--- src/rtl/phy_tx_scheduler.sv ---
`default_nettype none
// ============================================================================
//  Module   : phy_tx_scheduler
//  Function : Round-robin, burst-bounded scheduler that multiplexes four
//             show-ahead word FIFOs onto the PHY transmitter word input.
//  Revision : 1.0 - initial release
// ============================================================================
module phy_tx_scheduler #(
    parameter int DATA_WIDTH = 32,
    parameter int BURST_MAX  = 4
) (
    input  logic                  clk_2f,
    input  logic                  reset,
    input  logic [3:0]            fifo_empty,
    input  logic [DATA_WIDTH-1:0] fifo_data_0,
    input  logic [DATA_WIDTH-1:0] fifo_data_1,
    input  logic [DATA_WIDTH-1:0] fifo_data_2,
    input  logic [DATA_WIDTH-1:0] fifo_data_3,
    input  logic                  pause,
    output logic [3:0]            fifo_pop,
    output logic [DATA_WIDTH-1:0] data_out,
    output logic                  valid_out,
    output logic [1:0]            grant_ch,
    output logic                  busy
);

    typedef enum logic [0:0] {
        ST_IDLE  = 1'b0,
        ST_SERVE = 1'b1
    } state_t;

    localparam logic [3:0] C_BURST_LAST = 4'(BURST_MAX - 1);

    state_t                r_state;
    logic [1:0]            r_last;
    logic [3:0]            r_burst_cnt;
    logic [1:0]            r_grant;
    logic [DATA_WIDTH-1:0] r_data;
    logic                  r_valid;

    logic [1:0]            w_sel;
    logic [1:0]            w_probe;
    logic                  w_req;
    logic                  w_can_pop;
    logic [DATA_WIDTH-1:0] w_head;

    // First non-empty channel after the last one served, wrapping mod 4.
    always_comb begin
        w_req   = 1'b0;
        w_sel   = r_last;
        w_probe = r_last;
        for (int k = 1; k <= 4; k++) begin
            w_probe = r_last + k[1:0];
            if (!w_req && !fifo_empty[w_probe]) begin
                w_req = 1'b1;
                w_sel = w_probe;
            end
        end
    end

    always_comb begin
        w_head = fifo_data_0;
        case (r_grant)
            2'd0:    w_head = fifo_data_0;
            2'd1:    w_head = fifo_data_1;
            2'd2:    w_head = fifo_data_2;
            default: w_head = fifo_data_3;
        endcase
    end

    assign w_can_pop = (r_state == ST_SERVE) && !pause && !fifo_empty[r_grant];

    always_comb begin
        fifo_pop = 4'b0000;
        if (w_can_pop) begin
            fifo_pop = 4'b0001 << r_grant;
        end
    end

    always_ff @(posedge clk_2f or negedge reset) begin
        if (!reset) begin
            r_state     <= ST_IDLE;
            r_last      <= 2'd3;
            r_burst_cnt <= 4'd0;
            r_grant     <= 2'd0;
            r_data      <= '0;
            r_valid     <= 1'b0;
        end else begin
            case (r_state)
                ST_IDLE: begin
                    r_valid <= 1'b0;
                    if (w_req) begin
                        r_grant     <= w_sel;
                        r_burst_cnt <= 4'd0;
                        r_state     <= ST_SERVE;
                    end
                end
                ST_SERVE: begin
                    if (pause) begin
                        r_valid <= 1'b0;
                    end else if (!fifo_empty[r_grant]) begin
                        r_data  <= w_head;
                        r_valid <= 1'b1;
                        // Counter saturates at the burst limit; the next grant clears it.
                        if (r_burst_cnt == C_BURST_LAST) begin
                            r_last  <= r_grant;
                            r_state <= ST_IDLE;
                        end else begin
                            r_burst_cnt <= r_burst_cnt + 4'd1;
                        end
                    end else begin
                        r_valid <= 1'b0;
                        r_last  <= r_grant;
                        r_state <= ST_IDLE;
                    end
                end
                default: begin
                    r_state <= ST_IDLE;
                end
            endcase
        end
    end

    assign data_out  = r_data;
    assign valid_out = r_valid;
    assign grant_ch  = r_grant;
    assign busy      = (r_state == ST_SERVE);

endmodule
`default_nettype wire

--- config.mk ---
export PLATFORM = sky130hd
export DESIGN_NAME = phy_tx_scheduler
export DESIGN_NICKNAME = d
export VERILOG_FILES = /design/src/rtl/phy_tx_scheduler.sv
export SDC_FILE = /design/constraint.sdc
export NUM_CORES = 1
export LEC_CHECK = 0
export BUFFER_PORTS_ARGS = -buffer_cell sky130_fd_sc_hd__buf_4
export CORE_UTILIZATION = 42
export DETAILED_ROUTE_END_ITERATION = 10
export PLACE_DENSITY_LB_ADDON = 0.12
export SLEW_MARGIN = 20
export SYNTH_ARGS = -nofsm -noshare
export SYNTH_HDL_FRONTEND = slang
export SYNTH_SLANG_ARGS = --single-unit
export TNS_END_PERCENT = 20
--- constraint.sdc ---
create_clock -name clk_2f -period 2 [get_ports clk_2f]
set_input_delay 0.3 -clock clk_2f [delete_from_list [all_inputs] [get_ports clk_2f]]
set_output_delay 0.3 -clock clk_2f [all_outputs]
set_load 0.02 [all_outputs]
* After elaboration in Yosys (flattened, before gate mapping)
Index checks and enable logic that the tools add are counted.
** Operators by class
- Equality and inequality tests :: 7
- Mux-type cells :: 35
- Bitwise gates (word level) :: 3
- $add $sub $neg :: 4
- $lt $le $gt $ge :: 5
- Reduce and logical (&&, ||, !) cells :: 18
- Shifts and indexed selects :: 1
** Operators with widths (count)
- 32-bit one-hot mux with 3 select lines :: 1
- 4-bit two-way mux :: 5
- 2-bit by 3-bit less-than comparator with 1-bit output, second input constant :: 5
- 1-bit two-way mux :: 15
- 2-bit two-way mux :: 6
- 1-bit binary-select mux with 2-bit select :: 5
- 2-bit inequality test, second input constant :: 4
- 4-bit one-hot mux with 2 select lines :: 1
- 1-bit zero test :: 7
- 3-bit AND reduction :: 2
- 1-bit logical AND :: 5
- 2-bit adder, second input constant :: 2
- 4-bit by 1-bit adder with 4-bit output, second input constant :: 1
- 4-bit by 2-bit == test with 1-bit output, second input constant :: 1
- 1-bit one-hot mux with 2 select lines :: 2
- 4-bit AND reduction :: 1
- 1-bit by 2-bit << shifter with 4-bit output, first input constant :: 1
- 1-bit NOT :: 3
- 2-bit by 1-bit adder with 2-bit output, second input constant :: 1
- 2-bit by 1-bit == test with 1-bit output, second input constant :: 1
- 2-bit == test, second input constant :: 1
- 2-bit zero test :: 1
- 2-bit AND reduction :: 1
- 2-bit nonzero test :: 1
** Word-level totals
- Output and inout port bits :: 40
- Flip-flop bits (word level) :: 42
- Input bits :: 135

* Depth between registers and ports, before layout
Gate-level depths: netlist (run 1).
- Depth in word-level cells :: 14
- Mapped depth :: 6

* Least setup slack after synthesis (run 1)
No wires, ideal clock.
- Path type :: flip-flop to flip-flop
- Start point :: register r_grant[0], in the netlist grant_ch[0]
- End point :: register r_data[10], in the netlist data_out[10]
- Slack :: 0.025 ns
- Buffers on the path :: 2
- Data arrival time :: 1.851 ns
- Library setup time :: 0.125 ns
- Cell stages (with the launch flop) :: 6
- Cells stage by stage :: dfrtp_1 -> buf_2 -> or3b_4 -> o22ai_4 -> buf_4 -> mux2_2
** Between the ends
- Cells in the longest elaborated chain, start to end :: 4
- Elaborated cells between the ends (all ways) :: 8
** RTL lines
- start: declaration :: RTL line 37 : logic [1:0] r_grant;
- start signal: assignment :: RTL line 93 : r_grant <= w_sel;
- 1-bit binary-select mux with 2-bit select :: RTL line 101 : end else if (!fifo_empty[r_grant]) begin
- 1-bit two-way mux (not written as such) :: RTL line 101
- 1-bit NOT (no source line)
- 3-bit AND reduction (no source line)
- end signal: assignment :: RTL line 102 : r_data <= w_head;
- end: declaration :: RTL line 38 : logic [DATA_WIDTH-1:0] r_data;
Parallel ways exist; a longest one is shown, timed or not. The select of a mux whose other input is x is not followed.
A chain may end at the register's enable or synchronous reset.

* Worst setup path after layout (run 1)
- Start point :: register r_grant[0], in the netlist grant_ch[0]
- End point :: output fifo_pop[2]
** Between the ends
- Cells in the longest elaborated chain, start to end :: 5
- Elaborated cells between the ends (all ways) :: 6
** RTL lines
- 1-bit binary-select mux with 2-bit select :: RTL line 71 : assign w_can_pop = (r_state == ST_SERVE) && !pause && !fifo_empty[r_grant];
- 1-bit two-way mux (not written as such) :: RTL line 71
- 1-bit zero test
- 1-bit logical AND :: RTL line 71
- 4-bit two-way mux * :: RTL line 75 : if (w_can_pop) begin
- end: declaration :: RTL line 20 : output logic [3:0] fifo_pop,
Every way passes the cells marked *; elsewhere a longest branch is shown, timed or not. The select of a mux whose other input is x is not followed.

==> impl_metrics.ini, run 1 <==
[status]
status = finished clean

[synth]
synth-seq-cells = 42
async_reset_ff_share_pct = 100
yosysSeqAreaShare_pct = 40.5
synthFlopType = dfrtp_1
syn_area_per_cell_um2 = 14.8
postSynthCellCount = 175
synth_edf_count = 0
syn_nets = 311
synthDistinctLibCells = 35
syn-cell-area_um2 = 2600
yosys_warnings = 0

[routing]
route.detailed.drc = 0
via_per_inst = 5.34
drt_first_pass_iters = 4
num_vias = 2265
antenna_left = 0
totalWireLength_um = 7070
drt_iter0_markers = 75
avgRoutedWirePerCell_um = 16.7

[clocking]
cts-root-buf = clkbuf_8
clk_path_buf_depth = 2
clkTransAtPathRegs_ps = 80
cts_tree = built
h-tree-depth = 2
post_cts_buffers = 0
insertion_delay_ps = 290
cts_sinks = 42
cts_made_buffers = 5
cts_resized = 0
cts_hold_buf = 1

[cells_and_area]
fillers = 453
fin_nets = 484
area_growth_pct = 57.9
post-route-util_pct = 68.9
n_antenna_cell = 0
final_cells = 424
regArea_um2 = 1060
multi_input_comb_area_um2 = 1460
drive_above_1_share_pct = 75.9

[critical_path]
rrSetupSlack_ps = 210
critPathLaunch = grant_ch[0]
start_kind = flop
cp.required_ps = 1700
cp_max_fo = 3
cp-endpoint = fifo_pop[2]
rr_startpoint = grant_ch[0]
reg2reg_depth = 5
end_kind = output port
worst-endpoint-arrival_ps = 1540
path_class = flop to output port
reg2reg_to = data_out[1]

[power]
power_density_nw_per_um2 = 1350
total_power_uw = 5530
max-vdd-ir-drop_v = 0.000817
leakage_uw = 0.00189

[die]
placementRows = 28
die_h_um = 80.7
core-area_um2 = 5960
dieWidth_um = 80.7
die-area_um2 = 6510
start_util_pct = 43.6
ioPinCount = 175

[grt]
antenna_found_initial = 0
grtUsageTotal_pct = 22.2
overflow = 0
grt_pass1_vias = 2237
grt_max_degree = 43
grt_pass1_wl_um = 10700

[place]
dp_hpwl_um = 5600
place_ws_ps = 204
place_congestion = 0.785
portBuffers = 174
place_inst = 415

[sta]
fin_ws_ps = 156
tns_ps = 0
worst_slew_pin_slew_ps = 513
min_period_ps = 1840
setup_viol = 0
hold_viol = 0
fin_crit_sh_pct = 92.2
relSlewSlack_pct = 65.8
rsz0062_at_grt = no
clock_skew_ps = 4.61
drv_slew = 0
fmax_ghz = 0.542

[min_path]
hold_path.class = primary input to flop

[job]
cap_violations = 0
[sequential cells by signal, summed over array words and instances (netlist names)]
register     flops
busy             1
data_out        32
grant_ch         2
r_burst_cnt      4
r_last           2
valid_out        1
[kinds of logic (layout without fill, tap and decap cells)]
family,Yosys count,in the layout,share of synthesized area [%]
AND/OR/NAND/NOR,22,22,4.43
multiplexers,72,72,44.9
flip-flops,42,42,40.5
adder cells (fa/ha/maj),1,1,0.481
AO/OA/AOI/OAI,20,20,6.21
buffers and inverters,18,192,3.42
[worst min-delay path by stage]
stage / startpoint / cells past startpoint / end
2_1_floorplan: reset / 0 / busy
3_3_place_gp: reset / 1 / data_out[17]
3_5_place_dp: reset / 1 / data_out[22]
4_1_cts: pause / 2 / busy
5_1_grt: pause / 2 / busy
6_report: pause / 2 / busy
[per-stage QoR]
stage	hold WS, ps	area [µm²]
2_1_floorplan	4.41	2600
3_3_place_gp	313	4000
3_5_place_dp	317	4000
4_1_cts	250	4100
5_1_grt	249	4100
6_report	257	4100
[cells in the mapped netlist (2+ instances only)]
cell | instances | share of area (%)
a41o_1 | 2 | 0.77
mux2_2 | 37 | 16
nand2_1 | 8 | 1.2
inv_1 | 2 | 0.29
nor2_1 | 3 | 0.43
nor2b_1 | 2 | 0.48
a211oi_1 | 3 | 0.87
clkbuf_1 | 6 | 0.87
nor3b_1 | 2 | 0.58
nor3_1 | 3 | 0.58
buf_4 | 2 | 0.58
o21ai_0 | 4 | 0.77
buf_2 | 5 | 0.96
dfstp_2 | 2 | 2.0
mux2i_1 | 3 | 1.2
mux4_2 | 32 | 28
dfrtp_1 | 40 | 39
buf_1 | 2 | 0.29
[metal layers]
metal | share of wire [%] | track usage, %
met5 | 0 | 0
met4 | 0.99 | 6.61
met3 | 6.7 | 4.09
met2 | 54 | 40.2
met1 | 38 | 26.6
[layout make-up]
type	count	area share, %
inverter	2	0.183
tap	75	2.29
multi-input combinational	115	35.5
clock buffer	6	2.01
clock inverter	2	0.305
timing repair buffer	182	34.0
sequential	42	25.7
[layout by cell type, fill, tap and decap left out, types with 3 or more instances in the layout]
master    synthesis  final
mux4_2           32     32
dfrtp_1          40     38
nand2_1           8      8
nor3_1            3      3
o21ai_0           4      4
mux2_2           37     37
nor2_1            3      3
clkbuf_8          0      6
buf_4             2    179
mux2i_1           3      3
a211oi_1          3      3
[worst max-delay path, cell delays in order, from the launching register on]
cell and delay (ps):
dfrtp_2 440, or3b_4 430, nor3b_1 210, buf_4 180
[power by group]
part / switching, µW / internal (µW) / leakage [µW]
Clock: 287 / 277 / 0.0000472
Combinational: 1530 / 1880 / 0.00135
Sequential: 264 / 1290 / 0.000498
Total: 2080 / 3440 / 0.00189
(Power assumes the default switching activity.)
==> run 2: changes to the inputs <==
--- a/config.mk
+++ b/config.mk
@@ -5,7 +5,9 @@
 export SDC_FILE = /design/constraint.sdc
 export NUM_CORES = 1
 export LEC_CHECK = 0
+export ABC_AREA = 1
 export BUFFER_PORTS_ARGS = -buffer_cell sky130_fd_sc_hd__buf_4
+export CORE_MARGIN = 2
 export CORE_UTILIZATION = 42
 export DETAILED_ROUTE_END_ITERATION = 10
 export PLACE_DENSITY_LB_ADDON = 0.12
==> run 2 against run 1 <==
Clock-buffer cell count unchanged. Synthesized cell count up 130%. Critical path depth up 3. Synthesized area up 0.48%. Sequential power about the same. Sequential share of layout area down 0.25 points. Via count up 44%. Clock power up 21%. Design area up 0.98%. Highest routed layer unchanged.
==> impl_metrics.ini, run 2 <==
[routing]
via_per_inst = 5.04
route.detailed.drc = 0
met3_length_um = 616
wl_met2_um = 4710
avgRoutedWirePerCell_um = 13.9
wl_met1_um = 3450
drt_iter0_markers = 131
drt_first_pass_iters = 4
routed.top_layer = met4
totalWireLength_um = 9000
num_vias = 3256
antenna_left = 0

[place]
place_congestion = 0.951
portBuffers = 174
place_inst = 638
dp_hpwl_um = 7150

[sta]
min_period_ps = 1900
fin_crit_sh_pct = 95.2
drv_slew = 0
setup_viol = 0
relSlewSlack_pct = 64.8
fmax_ghz = 0.525
worst_slew_pin_slew_ps = 528
hold_viol = 0
tns_ps = 0
clock_skew_ps = 7.07
rsz0062_at_grt = no

[critical_path]
path_common_cell = nor2_1
critPathBufInv = 1
crit_slowest_cell = dfrtp_2
rr_startpoint = r_last[0]
slowest_delay_ps = 480
cp.required_ps = 1700
path_class = flop to output port
cp_max_fo = 8
crit_family = simple AND/OR/NAND/NOR gates
path_cells = nand2_1 > nor2_1 > nor2_1 > nand3_2 > nor3_2 > buf_4
critPathLaunch = grant_ch[0]
worst-endpoint-arrival_ps = 1600
end_kind = output port
start_kind = flop

[synth]
syn_nets = 536
yosys-top-cells-count = nand2_1, dfrtp_1, o21ai_1
yosys_warnings = 0
yosysSeqAreaShare_pct = 40.3
synthFlopType = dfrtp_1
synthDistinctLibCells = 20
syn_area_per_cell_um2 = 6.53
yosys.area.top_type_share_pct = 38.3
synth-seq-cells = 42
synth.area.top_cells = dfrtp_1, nand2_1, o21ai_1, nand3_1, a221oi_1
syn-cell-area_um2 = 2610
synth_edf_count = 0
async_reset_ff_share_pct = 100
yosysTopAreaCell = dfrtp_1
postSynthCellCount = 400
post-synth-top-count-cell = nand2_1

[cells_and_area]
fillers = 535
multi_input_comb_area_um2 = 1380
n_antenna_cell = 0
largest_reg_flops = 32
final_cells = 646
final_cell_mix = nand2_1, buf_4, dfrtp_1, o21ai_1, nand3_1
fin_nets = 707
regArea_um2 = 1060
area_growth_pct = 58.6
drive_above_1_share_pct = 36.8

[grt]
antenna_found_initial = 0
grt_max_degree = 43
overflow = 0
grt_pass1_wl_um = 14800
grt_pass1_vias = 3191
grtUsageTotal_pct = 26.4

[power]
power_density_nw_per_um2 = 1410
internal_power_uw = 3080
clkPwrFrac_pct = 11.7
combPwrFrac_pct = 61.6
seqPwrFrac_pct = 26.7
swShare_pct = 47.3
p_switching_uw = 2760
leakage_uw = 0.00228
max-vdd-ir-drop_v = 0.000994

[clocking]
cts-root-buf = clkbuf_8
cts_tree = built
cts_made_buffers = 5
insertion_delay_ps = 300
clkTransAtPathRegs_ps = 80
clk_path_buf_depth = 2
h-tree-depth = 2
cts_sinks = 42

[die]
die_h_um = 82.9
core-area_um2 = 5960
ioPinCount = 175
placementRows = 28
start_util_pct = 43.8
die-area_um2 = 6860
dieWidth_um = 82.9

[min_path]
hold_path.class = primary input to flop
holdCritStartpoint = fifo_data_3[18]

[status]
status = finished clean

[job]
cap_violations = 0
[run 2: changes by cell type after synthesis, moves of 12 or more]
cell,previous run,this run
mux2_2,37,0
nor2_1,3,18
inv_1,2,17
o21ai_1,1,36
a221oi_1,0,12
nand2_1,8,183
a21oi_1,0,20
nand3_1,0,32
mux4_2,32,0
[run 2: layout make-up]
cell class | count | share of cell area [%]
flip-flops and latches | 42 | 25.5
well taps | 75 | 2.27
repair buffers | 184 | 33.7
multi-input cells | 311 | 33.4
inverters | 27 | 2.45
clock inverters | 1 | 0.725
clock buffers | 6 | 1.99
[run 2: repair_timing]
item	in CTS	in global routing
endpoints found under the hold margin	35	0
setup buffers	0	0
hold buffers	1	0
resized for setup	1	2
endpoints found under the setup margin	1	4
[run 2: tightest hold or removal path: cells and delay by family]
kind / cells / cell delay [ps]
buf+inv: 1 / 80
compound gates: 2 / 150
[run 2: power by group through the flow]
stage	registers, µW	clock network, µW	logic, µW
after global routing	1600	730	4000
after CTS	1550	697	3620
after global placement	1530	0	3520
final	1560	684	3600
after floorplan	1880	0	1890
after detailed placement	1550	0	3620
[run 2: metrics by stage]
step                cell area (µm²)  worst slack, ps  util [%]  hold WS (ps)  total power (µW)
detailed placement             4020              235      67.4           317              5170
floorplan                      2620              108         -          4.41              3770
finish                         4140             96.5      69.6           263              5840
global placement               4020              248      67.4           313              5050
CTS                            4140             50.6      69.5           259              5860
global route                   4140             21.6      69.6           276              6340
[run 2: cell families (layout without fill, tap and decap cells)]
logic type | Yosys count | count (layout) | share of synthesized area [%]
and+or+nand+nor | 240 | 240 | 36.8
adders and majority gates | 1 | 1 | 0.479
buffers and inverters | 47 | 218 | 7.19
DFF | 42 | 42 | 40.3
AOI/OAI and AO/OA | 70 | 70 | 15.2
[run 2: final timing paths]
check	cells after the start	slack (ps)	endpoint
hold / removal	3	260	data_out[18]
setup / recovery	6	100	fifo_pop[0]
max in group asynchronous	2	1090	grant_ch[1]
hold reg to reg	2	490	data_out[0]
setup reg to reg	11	180	grant_ch[1]
min in group asynchronous	2	520	r_burst_cnt[0]
[run 2: per-layer routing]
layer / up-vias / GRT usage [%]
li1: 1638 / -
met1: 1464 / 30.2
met2: 135 / 47.4
met3: 19 / 6.66
met4: 0 / 9.24
met5: - / 0
